[src/rtl/mult_pkg.sv]
`default_nettype none
// ============================================================================
// Module      : mult_pkg
// Description : Shared op encoding, SEW constants and product width helpers for
//               the multiplier result formatter. Optional MULT_FMT_VSMUL_EN
//               widens the op field to carry VSMUL.
// Revision    : 1.0 - initial release
// ============================================================================
package mult_pkg;

`ifdef MULT_FMT_VSMUL_EN
  localparam int OP_W = 3;
`else
  localparam int OP_W = 2;
`endif

  typedef enum logic [OP_W-1:0] {
    OP_MUL    = OP_W'(0),
    OP_MULH   = OP_W'(1),
    OP_MULHU  = OP_W'(2),
`ifdef MULT_FMT_VSMUL_EN
    OP_MULHSU = OP_W'(3),
    OP_VSMUL  = OP_W'(4)
`else
    OP_MULHSU = OP_W'(3)
`endif
  } op_e;

  localparam int SEW16 = 16;
  localparam int SEW32 = 32;

  function automatic int p16_w(input int iw);
    return 2 * iw - 1;
  endfunction

  function automatic int p32_w(input int iw);
    return 2 * iw + 31;
  endfunction

endpackage
`default_nettype wire

[src/rtl/mult_result_fmt_if.sv]
`default_nettype none
// ============================================================================
// Module      : mult_result_fmt_if
// Description : Issue, multiplier product and result handshake bundle for
//               mult_result_fmt. Op field width follows MULT_FMT_VSMUL_EN.
// Revision    : 1.0 - initial release
// ============================================================================
interface mult_result_fmt_if #(
  parameter int INPUT_WIDTH = 18,
  parameter int TAG_W       = 5
) ();
  localparam int P16_W = mult_pkg::p16_w(INPUT_WIDTH);
  localparam int P32_W = mult_pkg::p32_w(INPUT_WIDTH);

  logic                      in_valid;
  logic                      in_ready;
  logic [mult_pkg::OP_W-1:0] in_op;
  logic                      in_sew32;
  logic [TAG_W-1:0]          in_tag;
  logic [P16_W-1:0]          mult16_p0;
  logic [P16_W-1:0]          mult16_p1;
  logic [P32_W-1:0]          mult32;
  logic                      out_valid;
  logic                      out_ready;
  logic [31:0]               out_data;
  logic [TAG_W-1:0]          out_tag;
  logic                      out_sat;

  modport master (
    output in_valid, in_op, in_sew32, in_tag, mult16_p0, mult16_p1, mult32, out_ready,
    input  in_ready, out_valid, out_data, out_tag, out_sat
  );

  modport slave (
    input  in_valid, in_op, in_sew32, in_tag, mult16_p0, mult16_p1, mult32, out_ready,
    output in_ready, out_valid, out_data, out_tag, out_sat
  );
endinterface
`default_nettype wire

[src/rtl/sync_fifo_credit.sv]
`default_nettype none
// ============================================================================
// Module      : sync_fifo_credit
// Description : In-order FIFO with a registered head word and an exposed
//               occupancy count for upstream credit accounting.
// Revision    : 1.0 - initial release
// ============================================================================
module sync_fifo_credit #(
  parameter int WIDTH = 37,
  parameter int DEPTH = 4,
  localparam int PTR_W = (DEPTH > 1) ? $clog2(DEPTH) : 1,
  localparam int OCC_W = $clog2(DEPTH + 1)
) (
  input  wire logic             clk,
  input  wire logic             rst_n,
  input  wire logic             push,
  input  wire logic [WIDTH-1:0] push_data,
  input  wire logic             pop_ready,
  output logic                  out_valid,
  output logic [WIDTH-1:0]      out_data,
  output logic [OCC_W-1:0]      occupancy
);
  logic [WIDTH-1:0] r_mem [DEPTH];
  logic [PTR_W-1:0] r_wptr;
  logic [PTR_W-1:0] r_rptr;
  logic [PTR_W-1:0] w_rptr_nxt;
  logic [OCC_W-1:0] r_occ;
  logic [OCC_W-1:0] w_remain;
  logic [WIDTH-1:0] r_head;
  logic             w_pop;
  logic             w_load_head;

  function automatic logic [PTR_W-1:0] ptr_inc(input logic [PTR_W-1:0] p);
    return (p == PTR_W'(DEPTH - 1)) ? '0 : p + PTR_W'(1);
  endfunction

  assign out_valid  = (r_occ != '0);
  assign out_data   = r_head;
  assign occupancy  = r_occ;
  assign w_pop      = out_valid && pop_ready;
  assign w_rptr_nxt = w_pop ? ptr_inc(r_rptr) : r_rptr;
  assign w_remain   = w_pop ? r_occ - OCC_W'(1) : r_occ;
  // Head reloads only when it changes; an empty FIFO keeps the last word.
  assign w_load_head = (w_pop || (r_occ == '0)) && (push || (w_remain != '0));

  always_ff @(posedge clk) begin
    if (push) r_mem[r_wptr] <= push_data;
  end

  always_ff @(posedge clk or negedge rst_n) begin
    if (!rst_n) begin
      r_wptr <= '0;
      r_rptr <= '0;
      r_occ  <= '0;
      r_head <= '0;
    end else begin
      if (push) r_wptr <= ptr_inc(r_wptr);
      r_rptr <= w_rptr_nxt;
      case ({push, w_pop})
        2'b10:   r_occ <= r_occ + OCC_W'(1);
        2'b01:   r_occ <= r_occ - OCC_W'(1);
        default: r_occ <= r_occ;
      endcase
      if (w_load_head) r_head <= (w_remain == '0) ? push_data : r_mem[w_rptr_nxt];
    end
  end

  always_ff @(posedge clk) begin
    if (rst_n) assert (!(push && !w_pop && (r_occ == OCC_W'(DEPTH))));
  end
endmodule
`default_nettype wire

[src/rtl/mult_result_fmt.sv]
`default_nettype none
// ============================================================================
// Module      : mult_result_fmt
// Description : Tracks multiplies through the fixed-latency multiplier, selects
//               product halves per op/SEW and buffers results behind credits.
//               MULT_FMT_VSMUL_EN adds VSMUL rounding and saturation.
// Revision    : 1.0 - initial release
// ============================================================================
module mult_result_fmt
  import mult_pkg::*;
#(
  parameter int INPUT_WIDTH = 18,
  parameter int MULT_LAT    = 2,
  parameter int FIFO_DEPTH  = 4,
  parameter int TAG_W       = 5
) (
  input wire logic          clk,
  input wire logic          rst_n,
  mult_result_fmt_if.slave  bus
);
  localparam int P16_W = p16_w(INPUT_WIDTH);
  localparam int P32_W = p32_w(INPUT_WIDTH);
  localparam int OCC_W = $clog2(FIFO_DEPTH + 1);
  localparam int SUM_W = $clog2(FIFO_DEPTH + MULT_LAT + 1);
  localparam int LAST  = MULT_LAT - 1;
`ifdef MULT_FMT_VSMUL_EN
  localparam int PAY_W = 33 + TAG_W;
`else
  localparam int PAY_W = 32 + TAG_W;
`endif

  logic [MULT_LAT-1:0] r_pv;
  op_e                 r_pop  [MULT_LAT];
  logic [MULT_LAT-1:0] r_psew;
  logic [TAG_W-1:0]    r_ptag [MULT_LAT];
  logic                w_accept;
  logic [SUM_W-1:0]    w_used;
  logic [OCC_W-1:0]    w_occ;
  logic [31:0]         w_fmt_data;
  logic [PAY_W-1:0]    w_push_data;
  logic [PAY_W-1:0]    w_head;
  op_e                 w_fin_op;
  logic                w_fin_sew32;
  logic                w_unused;

  assign w_accept    = bus.in_valid && bus.in_ready;
  assign w_fin_op    = r_pop[LAST];
  assign w_fin_sew32 = r_psew[LAST];

  // Credits cover both buffered results and products still in the multiplier.
  always_comb begin
    w_used = SUM_W'(w_occ);
    for (int i = 0; i < MULT_LAT; i++) w_used = w_used + SUM_W'(r_pv[i]);
  end
  assign bus.in_ready = (w_used < SUM_W'(FIFO_DEPTH));

  always_ff @(posedge clk or negedge rst_n) begin
    if (!rst_n) begin
      r_pv   <= '0;
      r_psew <= '0;
      for (int i = 0; i < MULT_LAT; i++) begin
        r_pop[i]  <= OP_MUL;
        r_ptag[i] <= '0;
      end
    end else begin
      r_pv[0]   <= w_accept;
      r_pop[0]  <= op_e'(bus.in_op);
      r_psew[0] <= bus.in_sew32;
      r_ptag[0] <= bus.in_tag;
      for (int i = 1; i < MULT_LAT; i++) begin
        r_pv[i]   <= r_pv[i-1];
        r_pop[i]  <= r_pop[i-1];
        r_psew[i] <= r_psew[i-1];
        r_ptag[i] <= r_ptag[i-1];
      end
    end
  end

`ifdef MULT_FMT_VSMUL_EN
  localparam logic signed [P16_W:0] RND16 = (P16_W+1)'(1 << (SEW16 - 2));
  localparam logic signed [P16_W:0] MAX16 = (P16_W+1)'(32767);
  localparam logic signed [P16_W:0] MIN16 = (P16_W+1)'(-32768);
  localparam logic signed [P32_W:0] RND32 = (P32_W+1)'(1 << (SEW32 - 2));
  localparam logic signed [P32_W:0] MAX32 = (P32_W+1)'(32'sh7FFF_FFFF);
  localparam logic signed [P32_W:0] MIN32 = (P32_W+1)'(32'sh8000_0000);

  logic [16:0] w_l0;
  logic [16:0] w_l1;
  logic        w_fmt_sat;

  function automatic logic [16:0] vsmul16(input logic [P16_W-1:0] p);
    logic signed [P16_W:0] r;
    r = ($signed({p[P16_W-1], p}) + RND16) >>> (SEW16 - 1);
    if (r > MAX16) return {1'b1, 16'h7FFF};
    if (r < MIN16) return {1'b1, 16'h8000};
    return {1'b0, r[15:0]};
  endfunction

  function automatic logic [32:0] vsmul32(input logic [P32_W-1:0] p);
    logic signed [P32_W:0] r;
    r = ($signed({p[P32_W-1], p}) + RND32) >>> (SEW32 - 1);
    if (r > MAX32) return {1'b1, 32'h7FFF_FFFF};
    if (r < MIN32) return {1'b1, 32'h8000_0000};
    return {1'b0, r[31:0]};
  endfunction
`endif

  always_comb begin
    w_fmt_data = '0;
    if (w_fin_sew32)
      w_fmt_data = (w_fin_op == OP_MUL) ? bus.mult32[31:0] : bus.mult32[63:32];
    else
      w_fmt_data = (w_fin_op == OP_MUL) ? {bus.mult16_p0[15:0],  bus.mult16_p1[15:0]}
                                        : {bus.mult16_p0[31:16], bus.mult16_p1[31:16]};
`ifdef MULT_FMT_VSMUL_EN
    w_fmt_sat = 1'b0;
    w_l0      = vsmul16(bus.mult16_p0);
    w_l1      = vsmul16(bus.mult16_p1);
    if (w_fin_op == OP_VSMUL) begin
      if (w_fin_sew32) begin
        {w_fmt_sat, w_fmt_data} = vsmul32(bus.mult32);
      end else begin
        w_fmt_data = {w_l0[15:0], w_l1[15:0]};
        w_fmt_sat  = w_l0[16] | w_l1[16];
      end
    end
`endif
  end

`ifdef MULT_FMT_VSMUL_EN
  assign w_push_data = {w_fmt_sat, r_ptag[LAST], w_fmt_data};
  assign bus.out_sat = w_head[PAY_W-1];
`else
  assign w_push_data = {r_ptag[LAST], w_fmt_data};
  assign bus.out_sat = 1'b0;
`endif
  assign bus.out_data = w_head[31:0];
  assign bus.out_tag  = w_head[32 +: TAG_W];

  assign w_unused = ^{bus.mult32[P32_W-1:64], bus.mult16_p0[P16_W-1:32],
                      bus.mult16_p1[P16_W-1:32]};

  sync_fifo_credit #(
    .WIDTH (PAY_W),
    .DEPTH (FIFO_DEPTH)
  ) u_fifo (
    .clk       (clk),
    .rst_n     (rst_n),
    .push      (r_pv[LAST]),
    .push_data (w_push_data),
    .pop_ready (bus.out_ready),
    .out_valid (bus.out_valid),
    .out_data  (w_head),
    .occupancy (w_occ)
  );
endmodule
`default_nettype wire

[src/flat_wrapper.sv]
// flat-port wrapper written by rule: the top's interface ports become plain ports
module mult_result_fmt_flat import mult_pkg::*;
#(
  parameter int INPUT_WIDTH = 18,
  parameter int MULT_LAT    = 2,
  parameter int FIFO_DEPTH  = 4,
  parameter int TAG_W       = 5
)
  (clk, rst_n, bus_in_valid, bus_in_op, bus_in_sew32, bus_in_tag, bus_mult16_p0, bus_mult16_p1, bus_mult32, bus_out_ready, bus_in_ready, bus_out_valid, bus_out_data, bus_out_tag, bus_out_sat);
  mult_result_fmt_if #(.INPUT_WIDTH(INPUT_WIDTH), .TAG_W(TAG_W)) bus_i ();
  input wire logic clk;
  input wire logic rst_n;
  input wire logic [$bits(bus_i.in_valid)-1:0] bus_in_valid;
  input wire logic [$bits(bus_i.in_op)-1:0] bus_in_op;
  input wire logic [$bits(bus_i.in_sew32)-1:0] bus_in_sew32;
  input wire logic [$bits(bus_i.in_tag)-1:0] bus_in_tag;
  input wire logic [$bits(bus_i.mult16_p0)-1:0] bus_mult16_p0;
  input wire logic [$bits(bus_i.mult16_p1)-1:0] bus_mult16_p1;
  input wire logic [$bits(bus_i.mult32)-1:0] bus_mult32;
  input wire logic [$bits(bus_i.out_ready)-1:0] bus_out_ready;
  output wire logic [$bits(bus_i.in_ready)-1:0] bus_in_ready;
  output wire logic [$bits(bus_i.out_valid)-1:0] bus_out_valid;
  output wire logic [$bits(bus_i.out_data)-1:0] bus_out_data;
  output wire logic [$bits(bus_i.out_tag)-1:0] bus_out_tag;
  output wire logic [$bits(bus_i.out_sat)-1:0] bus_out_sat;
  assign bus_i.in_valid = bus_in_valid;
  assign bus_i.in_op = bus_in_op;
  assign bus_i.in_sew32 = bus_in_sew32;
  assign bus_i.in_tag = bus_in_tag;
  assign bus_i.mult16_p0 = bus_mult16_p0;
  assign bus_i.mult16_p1 = bus_mult16_p1;
  assign bus_i.mult32 = bus_mult32;
  assign bus_i.out_ready = bus_out_ready;
  assign bus_in_ready = bus_i.in_ready;
  assign bus_out_valid = bus_i.out_valid;
  assign bus_out_data = bus_i.out_data;
  assign bus_out_tag = bus_i.out_tag;
  assign bus_out_sat = bus_i.out_sat;
  mult_result_fmt #(.INPUT_WIDTH(INPUT_WIDTH), .MULT_LAT(MULT_LAT), .FIFO_DEPTH(FIFO_DEPTH), .TAG_W(TAG_W)) u_core (.clk(clk), .rst_n(rst_n), .bus(bus_i));
endmodule
[config.mk]
export PLATFORM = sky130hd
export DESIGN_NAME = mult_result_fmt_flat
export DESIGN_NICKNAME = d
export VERILOG_FILES = /design/src/rtl/mult_pkg.sv /design/src/rtl/mult_result_fmt_if.sv /design/src/rtl/sync_fifo_credit.sv /design/src/rtl/mult_result_fmt.sv /design/src/flat_wrapper.sv
export SDC_FILE = /design/constraint.sdc
export NUM_CORES = 1
export LEC_CHECK = 0
export ABC_AREA = 1
export CORE_MARGIN = 2
export CORE_UTILIZATION = 45
export CTS_CLUSTER_SIZE = 16
export DETAILED_ROUTE_END_ITERATION = 8
export GPL_TIMING_DRIVEN = 0
export PLACE_DENSITY = 0.8
export RECOVER_POWER = 25
export SLEW_MARGIN = 10
export SYNTH_ARGS = -nofsm -noshare
export SYNTH_HDL_FRONTEND = slang
export SYNTH_HIERARCHICAL = 1
export SYNTH_SLANG_ARGS = --single-unit
[constraint.sdc]
create_clock -name clk -period 5.2 [get_ports clk]
set_input_delay 1.56 -clock clk [delete_from_list [all_inputs] [get_ports clk]]
set_output_delay 1.56 -clock clk [all_outputs]
set_load 0.005 [all_outputs]
[Word level (Yosys, flattened, before mapping)]
Memories as Yosys holds them, arrays and structs flattened.
Index checks and enable logic that the tools add are counted.
Cells by class
  $add $sub $neg: 6
  magnitude comparators: 1
  equal/unequal tests: 4
  muxes and demuxes: 11
  reduce and logical (&&, ||, !) cells: 11
Operators by type and width (number)
  2-to-1 mux 32 bit: 3
  2-to-1 mux 37 bit: 1
  adder 3 x 1 -> 3 bit: 2
  == test 2 bit (second input constant): 3
  zero test 3 bit: 2
  2-to-1 mux 2 bit: 3
  one-hot mux 3 bit (2 select lines): 1
  nonzero test 3 bit: 2
  adder 2 x 1 -> 2 bit (second input constant): 2
  adder 3 x 1 -> 3 bit (second input constant): 1
  logical AND 1 bit: 3
  less-than comparator 3 bit (second input constant): 1
  2-to-1 mux 3 bit: 1
  subtractor 3 x 1 -> 3 bit (second input constant): 1
  == test 2 x 1 -> 1 bit (second input constant): 1
  zero test 2 bit: 1
  logical OR 1 bit: 2
  2-to-1 mux 1 bit: 2
  nonzero test 2 bit: 1
Word-level totals
  bits in registers: 62
  bits in writable memories: 148
  bits of input ports: 149
  output and inout port bits: 40
  memories kept: 1
Memories
  u_core.u_fifo.r_mem: depth 4, bits a word 37, rd ports 1, clocked after memory_dff 0, write ports 1, RTL line sync_fifo_credit.sv:23  | logic [WIDTH-1:0] r_mem [DEPTH];

[Depth between registers and ports, before layout]
Gate-level depths: netlist (run 1).
  depth after elaboration: 6
  mapped depth: 14
  gate-level depth less buffers: 12

[Cells and area by module]
Netlist (run 1), hierarchy kept.
Modules (own cells, without submodules)
  sync_fifo_credit: instances 1, cells an instance 833, area an instance 8713.4 µm², seq. area each 5545.3 µm²
  mult_result_fmt: instances 1, cells an instance 313, area an instance 1767.9 µm², seq. area each 450.4 µm²

[Least setup slack after synthesis (run 1)]
OpenSTA, ideal clock, no wires.
  path kind: flip-flop to output port
  start point: register u_core.u_fifo.r_occ[0], in the netlist u_core/u_fifo/occupancy[0]
  end point: output port bus_in_ready
  arrival time: 0.995 ns
  required time: 3.640 ns
  slack: 2.645 ns
  cell stages (with the launch flop): 8
  cells stage by stage: dfrtp_1 > ha_1 > nand2_1 > nand2_1 > nand2_1 > nand2_1 > nand2_1 > inv_1
Between the ends
  word-level cells in the longest chain between the ends: 3
Ends and longest elaborated chain
  start, declared: RTL line sync_fifo_credit.sv:27  | logic [OCC_W-1:0] r_occ;
  start signal, assigned: RTL line sync_fifo_credit.sv:60  | 2'b10: r_occ <= r_occ + OCC_W'(1);
  start signal, assigned: RTL line sync_fifo_credit.sv:61  | 2'b01: r_occ <= r_occ - OCC_W'(1);
  start signal, assigned: RTL line sync_fifo_credit.sv:62  | default: r_occ <= r_occ;
  adder 3 x 1 -> 3 bit (2 in series): RTL line mult_result_fmt.sv:53  | for (int i = 0; i < MULT_LAT; i++) w_used = w_used + SUM_W'(r_pv[i]);
  less-than comparator 3 bit: RTL line mult_result_fmt.sv:55  | assign bus.in_ready = (w_used < SUM_W'(FIFO_DEPTH));
  end, declared: RTL line flat_wrapper.sv:21  | output wire logic [$bits(bus_i.in_ready)-1:0] bus_in_ready;
Every way passes these cells.

[Final worst setup path (run 1)]
Same ends and word-level chain as after synthesis.

==> results of run 1 <==
## cell usage after synthesis, drive strengths merged
library cell    n  area share [%]
nand2         341              12
nand3         153             7.4
edfxtp        148              42
inv           128             4.6
nand3b         74             5.3
dfrtp          62              15
buf            59             3.6
nor2           42             1.5
a21oi          38             1.9
o21ai          37             1.9
o211ai         32             2.3
clkbuf         18            0.64
ha              9             1.1
a31oi           1           0.060
conb            1           0.036
mux2            1            0.11
nor3            1           0.048
xor2            1           0.084
## how the worst max path moves through the flow
stage | slack (ps) | cells past startpoint | end | startpoint
6_report | 1580 | 8 | bus_in_ready | u_core/u_fifo/occupancy[0]
2_1_floorplan | 2640 | 7 | bus_in_ready | u_core/u_fifo/occupancy[0]
4_1_cts | 1540 | 8 | bus_in_ready | u_core/u_fifo/occupancy[0]
5_1_grt | 1480 | 8 | bus_in_ready | u_core/u_fifo/occupancy[0]
3_5_place_dp | 1660 | 11 | u_core/u_fifo/out_data[31] | bus_out_ready
3_3_place_gp | 290 | 1 | u_core/u_fifo/out_data[5] | rst_n
## per-stage QoR
step	total power [mW]	hold slack [ps]
6_report	7.19	349
5_1_grt	7.62	357
4_1_cts	7.18	349
3_5_place_dp	5.53	337
3_3_place_gp	5.38	331
2_1_floorplan	4.34	331
## state kept, by name, indices dropped and copies added (netlist names)
register	cells
u_core/r_psew	2
u_core/u_fifo/r_rptr	2
u_core/r_ptag	10
u_core/u_fifo/r_mem	148
u_core/u_fifo/out_data	37
u_core/r_pv	2
u_core/w_fin_op	2
u_core/r_pop	2
u_core/u_fifo/r_wptr	2
u_core/u_fifo/occupancy	3
## power groups by stage
stage | logic [mW] | clock network [mW] | registers (mW)
floorplan | 1.92 | 0 | 2.42
detailed placement | 3.09 | 0 | 2.44
finish | 3.13 | 1.64 | 2.41
global route | 3.44 | 1.73 | 2.45
CTS | 3.11 | 1.66 | 2.41
global placement | 2.94 | 0 | 2.44
## layer usage
layer | global-route usage [%] | routed length, microns
met5 | 0 | 0
met4 | 11.0 | 1120
met3 | 3.90 | 2330
met2 | 40.2 | 14300
met1 | 29.5 | 11300
## cells by family (layout without fill, tap and decap cells)
logic type / count (synthesis) / in the layout / synth area share [%]
AO/OA/AOI/OAI: 108 / 108 / 6.08
XOR/XNOR: 1 / 1 / 0.0836
adder cells (fa/ha/maj): 9 / 9 / 1.07
buffers and inverters: 205 / 428 / 8.81
flip-flops: 210 / 210 / 57.2
multiplexers: 1 / 1 / 0.107
other: 1 / 1 / 0.0358
AND/OR/NAND/NOR: 611 / 611 / 26.6
## worst reg2reg max path: stages, from the launching register on
cell      delay [ps]
dfrtp_1          440
inv_1            120
ha_1             250
nand2_4          100
nand3_2          250
clkbuf_1         460
nand3b_1         160
nand3_1          100
nand3_1           70
nand2_1          110
nand2_1           50
## layout make-up
type                       instances  area, sq um  share of cell area, %
buffer                            77          443                   3.27
inverter                         128          480                   3.55
multi-input combinational        731         3560                   26.3
clock buffer                      32          679                   5.02
tap                              313          392                   2.89
timing repair buffer             183         1880                   13.9
sequential                       210         6000                   44.3
clock inverter                     8         93.8                  0.694
==> out/metrics.csv, run 1 <==
stage,metric,value,unit
finish,area grow syn2layout,29.1,%
floorplan,CORE AREA,0.0228,sq mm
grt,global-route wire length before repair,45.2,mm
timing,Fin Clk Skew,19.3,ps
setup_path,WP data arrival,2060,ps
finish,most frequent cells in the layout,"338 x nand2_1, 170 x clkdlybuf4s50_1, 152 x nand3_1",
floorplan,Die Y,157,microns
run_status,outcome,finished clean,
timing,Worst Tran Pin Value,1470,ps
min_path,WHS Endpoint,u_core/r_ptag[2],
finish,number of diodes,0,
power_and_ir_drop,Clk pwr share,22.9,%
timing,"Setup violations, final",0,
setup_path,R2R Setup Slk,2970,ps
setup_path,worst r2r path cells,10,
place,number of buffers inserted by port buffering,178,
logic_synthesis,#FFs+latches synth,210,
setup_path,r2r endpoint,u_core/u_fifo/out_data[26],
floorplan,I/O pins,189,
clock_tree,later-pin clock latency in the skew report,510,ps
power_and_ir_drop,Int Power,4.49,mW
logic_synthesis,sequential area share after synthesis,57.2,%
floorplan,Die Width,157,microns
place,Inst Count DP,1642,
timing,Final WS setup,1580,ps
place,GPL Wtd Cong,0.841,
job,max-cap violation count,0,
finish,share of layout cells above drive strength 1,8.33,%
routing,Antenna Nets Post-Route,0,
setup_path,Crit Path Class,reg2out,
logic_synthesis,Mean Syn Cell Area,9.15,sq um
timing,fmax,276,MHz
logic_synthesis,Mapped Nets,1304,
routing,vias per cell,5.33,
place,DPL Wire Length,20.2,mm
clock_tree,"CTS clk-pin slew, worst paths",60,ps
min_path,hold path cells,0,
power_and_ir_drop,Max VDD drop,0.283,mV
setup_path,crit start category,register,
finish,Fillers,1842,
grt,pin count of the biggest net entering global routing,39,
place,Placed Area,0.0128,sq mm
timing,setup TNS,0,ps
setup_path,WP buf/inv,2,
finish,"commonest non-fill, non-tap cell in the layout",nand2_1,
timing,slew margin rel.,2.05,%
clock_tree,H-tree depth,1,
grt,vias in the first global route,8777,
setup_path,CP top delay family,buffers and inverters,
power_and_ir_drop,sequential share of power,33.5,%
routing,drt pass-1 iters,6,
finish,design area,0.0135,sq mm
finish,layout net count,1511,
place,DP Worst Slack,1660,ps
clock_tree,Post-CTS Setup Bufs,0,
min_path,hold path start,u_core/r_ptag[7],
timing,crit path time final,3620,ps
logic_synthesis,cell count after synthesis,1146,
clock_tree,TritonCTS clock tree,done,
finish,"Core Util, Final",59.4,%
routing,routed len/inst,17.3,microns
grt,antenna violations before repair,0,
setup_path,CP endpoint kind,primary output,
logic_synthesis,Post-Synthesis Cell Area,0.0105,sq mm
setup_path,most used cell along the critical path,nand2_1,
setup_path,Crit-path slowest cell,clkdlybuf4s50_1,
setup_path,Critical Path RT,3640,ps
setup_path,crit path max fanout,6,
timing,Slew Limit Fails,0,
setup_path,max incr delay on CP,490,ps
power_and_ir_drop,combinational share of power,43.6,%
routing,drt drc,0,
setup_path,Reg-to-Reg Start,u_core/u_fifo/occupancy[0],
clock_tree,TritonCTS Buffers,22,
setup_path,CP cell instances,"ha_1, nand2_1, nand2_1, nand2_1, nand2_1, nand2_1, inv_1, clkdlybuf4s50_1",
power_and_ir_drop,switching share of power,37.6,%
power_and_ir_drop,leakage,5.91,nW
timing,final hold vios,0,
logic_synthesis,Synth Warn #,6,
floorplan,Initial Util,46.0,%
timing,crit share post-route,69.7,%
floorplan,Die Footprint,0.0245,sq mm
clock_tree,CTS resizes,0,
routing,via count,8959,
clock_tree,TritonCTS Sinks,210,
grt,GRT overflow,0,
grt,gr usage total,23.6,%
min_path,Hold Crit Class,reg2reg,
clock_tree,"Hold-fix buffers, CTS",0,
clock_tree,clk root buf,clkbuf_16,
timing,RSZ-0062 raised after global routing,false,
power_and_ir_drop,PD cells,531,mW/mm^2
clock_tree,Clock Path Buffers,3,
floorplan,row cnt,55,
logic_synthesis,Netlist cell types,27,
finish,Final Non-Filler Cells,1682,
power_and_ir_drop,Sw Pwr,2.70,mW
routing,initial drt markers,796,
routing,final WL,29.1,mm
No activity file was read; power rests on OpenSTA's default activity.
==> run 2, diff against run 1 <==
- clock period: 5.2 -> 3.7 ns (I/O delays scaled with it)
==> out/metrics.csv, run 2 (synthesis gave the netlist of run 1 again) <==
stage,metric,value,unit,change
setup_path,Critical Path RT,2590,ps,-1050 ps
timing,Final WS setup,528,ps,-1050 ps
timing,Slew Limit Fails,0,,unchanged
place,DPL Wire Length,20.2,mm,unchanged
timing,crit share post-route,85.7,%,
routing,via count,8909,,-0.56%
place,DP Worst Slack,605,ps,-1050 ps
grt,GRT overflow,0,,unchanged
routing,routed len/inst,17.3,microns,about the same
timing,crit path time final,3170,ps,
clock_tree,H-tree depth,1,,unchanged
setup_path,WP data arrival,2060,ps,about the same
routing,initial drt markers,755,,-5.2%
grt,antenna violations before repair,0,,unchanged
power_and_ir_drop,sequential share of power,33.6,%,about the same
clock_tree,Post-CTS Setup Bufs,0,,unchanged
timing,setup TNS,0,ps,unchanged
clock_tree,clk root buf,clkbuf_16,,
clock_tree,Clock Path Buffers,3,,unchanged
timing,Min Hold Slack,349,ps,-0.00800 ps
place,number of buffers inserted by port buffering,178,,unchanged
floorplan,CORE AREA,0.0228,sq mm,unchanged
grt,vias in the first global route,8777,,unchanged
power_and_ir_drop,Int Power,6.30,mW,+40%
floorplan,row cnt,55,,unchanged
finish,share of layout cells above drive strength 1,8.40,%,+0.073 points
timing,Fin Clk Skew,21.0,ps,+1.70 ps
timing,slew margin rel.,5.90,%,+3.8 points
timing,Worst Tran Pin Value,1410,ps,-57.7 ps
power_and_ir_drop,PD cells,748,mW/mm^2,+41%
floorplan,I/O pins,189,,unchanged
routing,drt pass-1 iters,5,,-1
min_path,Hold Crit Class,reg2reg,,
clock_tree,CTS resizes,0,,unchanged
run_status,outcome,finished clean,,
timing,fmax,315,MHz,
clock_tree,"Hold-fix buffers, CTS",0,,unchanged
floorplan,Initial Util,46.0,%,unchanged
finish,number of diodes,0,,unchanged
grt,gr usage total,23.6,%,unchanged
setup_path,crit path max fanout,6,,unchanged
power_and_ir_drop,Max VDD drop,0.396,mV,+40%
timing,"Setup violations, final",0,,unchanged
place,Placed Area,0.0128,sq mm,unchanged
routing,drt drc,0,,unchanged
routing,Antenna Nets Post-Route,0,,unchanged
grt,global-route wire length before repair,45.2,mm,unchanged
power_and_ir_drop,combinational share of power,43.6,%,about the same
timing,RSZ-0062 raised after global routing,false,,
floorplan,Die Footprint,0.0245,sq mm,unchanged
floorplan,Die Width,157,microns,unchanged
place,GPL Wtd Cong,0.841,,unchanged
routing,vias per cell,5.30,,-0.56%
job,max-cap violation count,0,,unchanged
finish,design area,0.0135,sq mm,-0.11%
clock_tree,TritonCTS Buffers,22,,unchanged
clock_tree,TritonCTS Sinks,210,,unchanged
clock_tree,later-pin clock latency in the skew report,510,ps,about the same
floorplan,Die Y,157,microns,unchanged
setup_path,Crit Path Class,reg2out,,
setup_path,CP endpoint kind,primary output,,
finish,layout net count,1511,,unchanged
clock_tree,"CTS clk-pin slew, worst paths",60,ps,about the same
routing,final WL,29.1,mm,about the same
finish,most frequent cells in the layout,"338 x nand2_1, 168 x clkdlybuf4s50_1, 152 x nand3_1",,
power_and_ir_drop,Clk pwr share,22.9,%,about the same
finish,area grow syn2layout,28.9,%,
finish,"commonest non-fill, non-tap cell in the layout",nand2_1,,
grt,pin count of the biggest net entering global routing,39,,unchanged
power_and_ir_drop,switching share of power,37.6,%,about the same
clock_tree,TritonCTS clock tree,done,,
finish,register bank with the most flops,u_core/u_fifo/r_mem,,
setup_path,crit start category,register,,
power_and_ir_drop,leakage,5.91,nW,-0.12%
finish,max reg flops,148,,unchanged
finish,Fillers,1843,,+0.054%
power_and_ir_drop,Sw Pwr,3.80,mW,+41%
timing,final hold vios,0,,unchanged
run 2: cell count changes in the layout (fill, tap and decap cells not counted), sizes merged:
cell / delta
buf: -1
clkbuf: +1
clkdlybuf4s50: -2
dlygate4sd3: +2
run 2: per-layer routing:
layer | track usage, % | up-vias | part of all wire [%]
met5 | 0 | - | 0
met1 | 29.5 | 4127 | 39
met4 | 11.0 | 0 | 4.3
li1 | - | 4210 | -
met2 | 40.2 | 483 | 49
met3 | 3.90 | 89 | 8.2
run 2: cell type report:
cell class	instances	area [sq um]	share of cell area (%)
clock inverters	8	93.8	0.694
plain buffers	77	443	3.28
inverters	128	480	3.56
repair buffers	183	1870	13.8
flip-flops and latches	210	6000	44.4
clock buffers	32	679	5.03
well taps	313	392	2.90
multi-input cells	731	3560	26.4
run 2: worst max-delay path: stages, from the launching register on:
cell and delay (ps):
dfrtp_1 440, ha_1 300, nand2_1 40, nand2_1 60
nand2_1 50, nand2_1 60, nand2_1 60, inv_1 50
clkdlybuf4s50_1 490
run 2: power by group through the flow:
stage	clock [mW]	sequential [mW]	combinational (mW)
finish	2.31	3.39	4.40
global route	2.43	3.44	4.84
CTS	2.34	3.39	4.37
detailed placement	0	3.43	4.34
global placement	0	3.43	4.14
floorplan	0	3.41	2.69
run 2: path summary, 6_finish.rpt:
check | start | end | slack (ps) | depth (start not counted)
max | u_core/u_fifo/occupancy[0] | bus_in_ready | 530 | 8
min | u_core/r_ptag[7] | u_core/r_ptag[2] | 350 | 0
max reg2reg | u_core/u_fifo/occupancy[0] | u_core/u_fifo/out_data[0] | 1460 | 10
min reg2reg | u_core/r_ptag[7] | u_core/r_ptag[2] | 350 | 0
max in group asynchronous | rst_n | u_core/r_ptag[3] | 1070 | 2
min in group asynchronous | rst_n | u_core/u_fifo/r_wptr[1] | 910 | 1
run 2: metrics by stage:
stage / std cells / utilization, % / total power, mW
final: 1682 / 59.3 / 10.1
after global routing: 1682 / 59.3 / 10.7
after CTS: 1682 / 59.4 / 10.1
after detailed placement: 1642 / 56.0 / 7.77
after global placement: 1637 / 55.6 / 7.57
after floorplan: 1146 / - / 6.10
==> run 3, diff against run 2 <==
- PLACE_DENSITY: 0.8 -> 0.76
==> out/metrics.csv, run 3 (synthesis gave the netlist of run 1 again) <==
stage,metric,value,unit,change
run_status,outcome,finished with violations,,
run_status,failing checks,"capacitance limit, slew limit",,
clock_tree,Clock Path Buffers,3,,unchanged
finish,max reg flops,148,,unchanged
min_path,hold path start,u_core/r_ptag[5],,
floorplan,Die Width,157,microns,unchanged
setup_path,worst r2r path cells,10,,unchanged
setup_path,Reg-to-Reg Start,u_core/u_fifo/occupancy[0],,
clock_tree,TritonCTS Sinks,210,,unchanged
timing,slew margin rel.,-9.07,%,-15 points
finish,share of layout cells above drive strength 1,7.96,%,-0.44 points
floorplan,Die Footprint,0.0245,sq mm,unchanged
setup_path,R2R Setup Slk,1450,ps,about the same
power_and_ir_drop,PD cells,747,mW/mm^2,about the same
routing,initial drt markers,816,,+8.1%
timing,fmax,311,MHz,-1.4%
power_and_ir_drop,Max VDD drop,0.331,mV,-16%
finish,most frequent cells in the layout,"338 x nand2_1, 169 x clkdlybuf4s50_1, 152 x nand3_1",,
grt,gr usage total,23.3,%,-0.30 points
clock_tree,"CTS clk-pin slew, worst paths",60,ps,about the same
setup_path,CP cell instances,"ha_1, nand2_1, nand2_1, nand2_1, nand2_1, nand2_1, inv_1, clkdlybuf4s50_1",,
timing,crit share post-route,86.9,%,+1.2 points
routing,vias per cell,5.27,,-0.56%
clock_tree,CTS resizes,0,,unchanged
floorplan,Die Y,157,microns,unchanged
clock_tree,"Hold-fix buffers, CTS",0,,unchanged
timing,crit path time final,3220,ps,+44.0 ps
setup_path,Crit Path Class,reg2out,,
timing,final hold vios,0,,unchanged
finish,multi-input combinational cell area,0.00356,sq mm,unchanged
routing,drt pass-1 iters,6,,+1
routing,routed len/inst,17.1,microns,-1.1%
finish,"commonest non-fill, non-tap cell in the layout",nand2_1,,
setup_path,CP endpoint kind,primary output,,
place,number of buffers inserted by port buffering,178,,unchanged
clock_tree,clk root buf,clkbuf_16,,
place,DPL Wire Length,20.0,mm,-1.2%
timing,RSZ-0062 raised after global routing,false,,
timing,Worst Tran Pin Value,1640,ps,+225 ps
finish,area grow syn2layout,28.8,%,about the same
place,Inst Count DP,1642,,unchanged
setup_path,Critical Path RT,2590,ps,about the same
setup_path,most used cell along the critical path,nand2_1,,
finish,number of diodes,0,,unchanged
finish,register bank with the most flops,u_core/u_fifo/r_mem,,
finish,Fillers,1907,,+3.5%
timing,Fin Clk Skew,9.59,ps,-11.4 ps
place,Placed Area,0.0128,sq mm,about the same
place,DP Worst Slack,569,ps,-36.8 ps
floorplan,I/O pins,189,,unchanged
clock_tree,TritonCTS clock tree,done,,
min_path,WHS Endpoint,u_core/r_ptag[0],,
grt,global-route wire length before repair,44.5,mm,-1.4%
finish,Reg area,0.00600,sq mm,unchanged
clock_tree,H-tree depth,1,,unchanged
floorplan,row cnt,55,,unchanged
timing,Slew Limit Fails,28,,+28
setup_path,crit start category,register,,
clock_tree,TritonCTS Buffers,23,,+4.5%
finish,Final Non-Filler Cells,1683,,+0.059%
floorplan,CORE AREA,0.0228,sq mm,unchanged
job,max-cap violation count,1,,+1
setup_path,WP data arrival,2110,ps,+50 ps
grt,antenna violations before repair,0,,unchanged
routing,via count,8864,,-0.51%
routing,drt drc,0,,unchanged
place,GPL Wtd Cong,0.850,,+1.0%
clock_tree,Post-CTS Setup Bufs,0,,unchanged
setup_path,Crit-path slowest cell,clkdlybuf4s50_1,,
grt,vias in the first global route,8585,,-2.2%
timing,"Setup violations, final",0,,unchanged
setup_path,r2r endpoint,u_core/u_fifo/out_data[13],,
power_and_ir_drop,leakage,5.89,nW,-0.29%
routing,final WL,28.8,mm,-1.0%
min_path,hold path cells,0,,unchanged
setup_path,max incr delay on CP,500,ps,about the same
clock_tree,later-pin clock latency in the skew report,500,ps,about the same
timing,Final WS setup,484,ps,-44.0 ps
routing,Antenna Nets Post-Route,0,,unchanged
grt,pin count of the biggest net entering global routing,37,,-5.1%
finish,design area,0.0135,sq mm,about the same
grt,GRT overflow,0,,unchanged
timing,setup TNS,0,ps,unchanged
setup_path,crit path max fanout,6,,unchanged
finish,"Core Util, Final",59.3,%,about the same
min_path,Hold Crit Class,reg2reg,,
finish,layout net count,1512,,+0.066%
floorplan,Initial Util,46.0,%,unchanged
-- run 3: cell count changes in the layout (fill, tap and decap cells not counted), moves of 2 or more --
cell,delta
clkinv_2,-3
clkinv_1,+2
clkbuf_8,-3
clkbuf_1,+4
-- run 3: critical path, delay by kind of cell, from the launching register on --
family / cells / cell delay, ps
adder cells (fa/ha/maj): 1 / 300
buffers and inverters: 2 / 550
flip-flops: 1 / 460
AND/OR/NAND/NOR: 5 / 290
-- run 3: metrics by stage --
step,hold WS (ps),power [mW]
floorplan,331,6.10
global placement,332,7.60
detailed placement,336,7.76
CTS,348,10.1
global route,355,10.7
finish,345,10.1
-- run 3: worst max path at each step --
| stage | start | to | slack [ps] | cells past startpoint |
|---|---|---|---|---|
| 2_1_floorplan | u_core/u_fifo/occupancy[0] | bus_in_ready | 1590 | 7 |
| 3_5_place_dp | bus_out_ready | u_core/u_fifo/out_data[8] | 570 | 11 |
| 3_3_place_gp | rst_n | u_core/u_fifo/out_data[7] | -710 | 1 |
| 5_1_grt | u_core/u_fifo/occupancy[0] | bus_in_ready | 370 | 8 |
| 6_report | u_core/u_fifo/occupancy[0] | bus_in_ready | 480 | 8 |
| 4_1_cts | u_core/u_fifo/occupancy[0] | bus_in_ready | 450 | 8 |
-- run 3: layout make-up --
cell class                      instances  area share (%)
Buffer                                 77            3.28
Multi-Input combinational cell        731            26.4
Inverter                              128            3.56
Clock inverter                          8           0.853
Clock buffer                           33            4.84
Tap cell                              313            2.90
Sequential cell                       210            44.4
Timing Repair Buffer                  183            13.8
-- run 3: routing by layer --
layer / up-vias / GRT usage (%) / share of wire [%]
li1: 4214 / - / -
met1: 4136 / 29.9 / 39
met2: 451 / 40.7 / 50
met3: 63 / 3.24 / 8.5
met4: 0 / 7.73 / 2.9
met5: - / 0 / 0
-- run 3: power breakdown --
group	total [mW]	switching (mW)	internal (mW)	leakage (nW)
combinational	4.39	2.67	1.72	3.41
sequential	3.38	0.220	3.16	2.11
clock	2.32	0.886	1.43	0.373
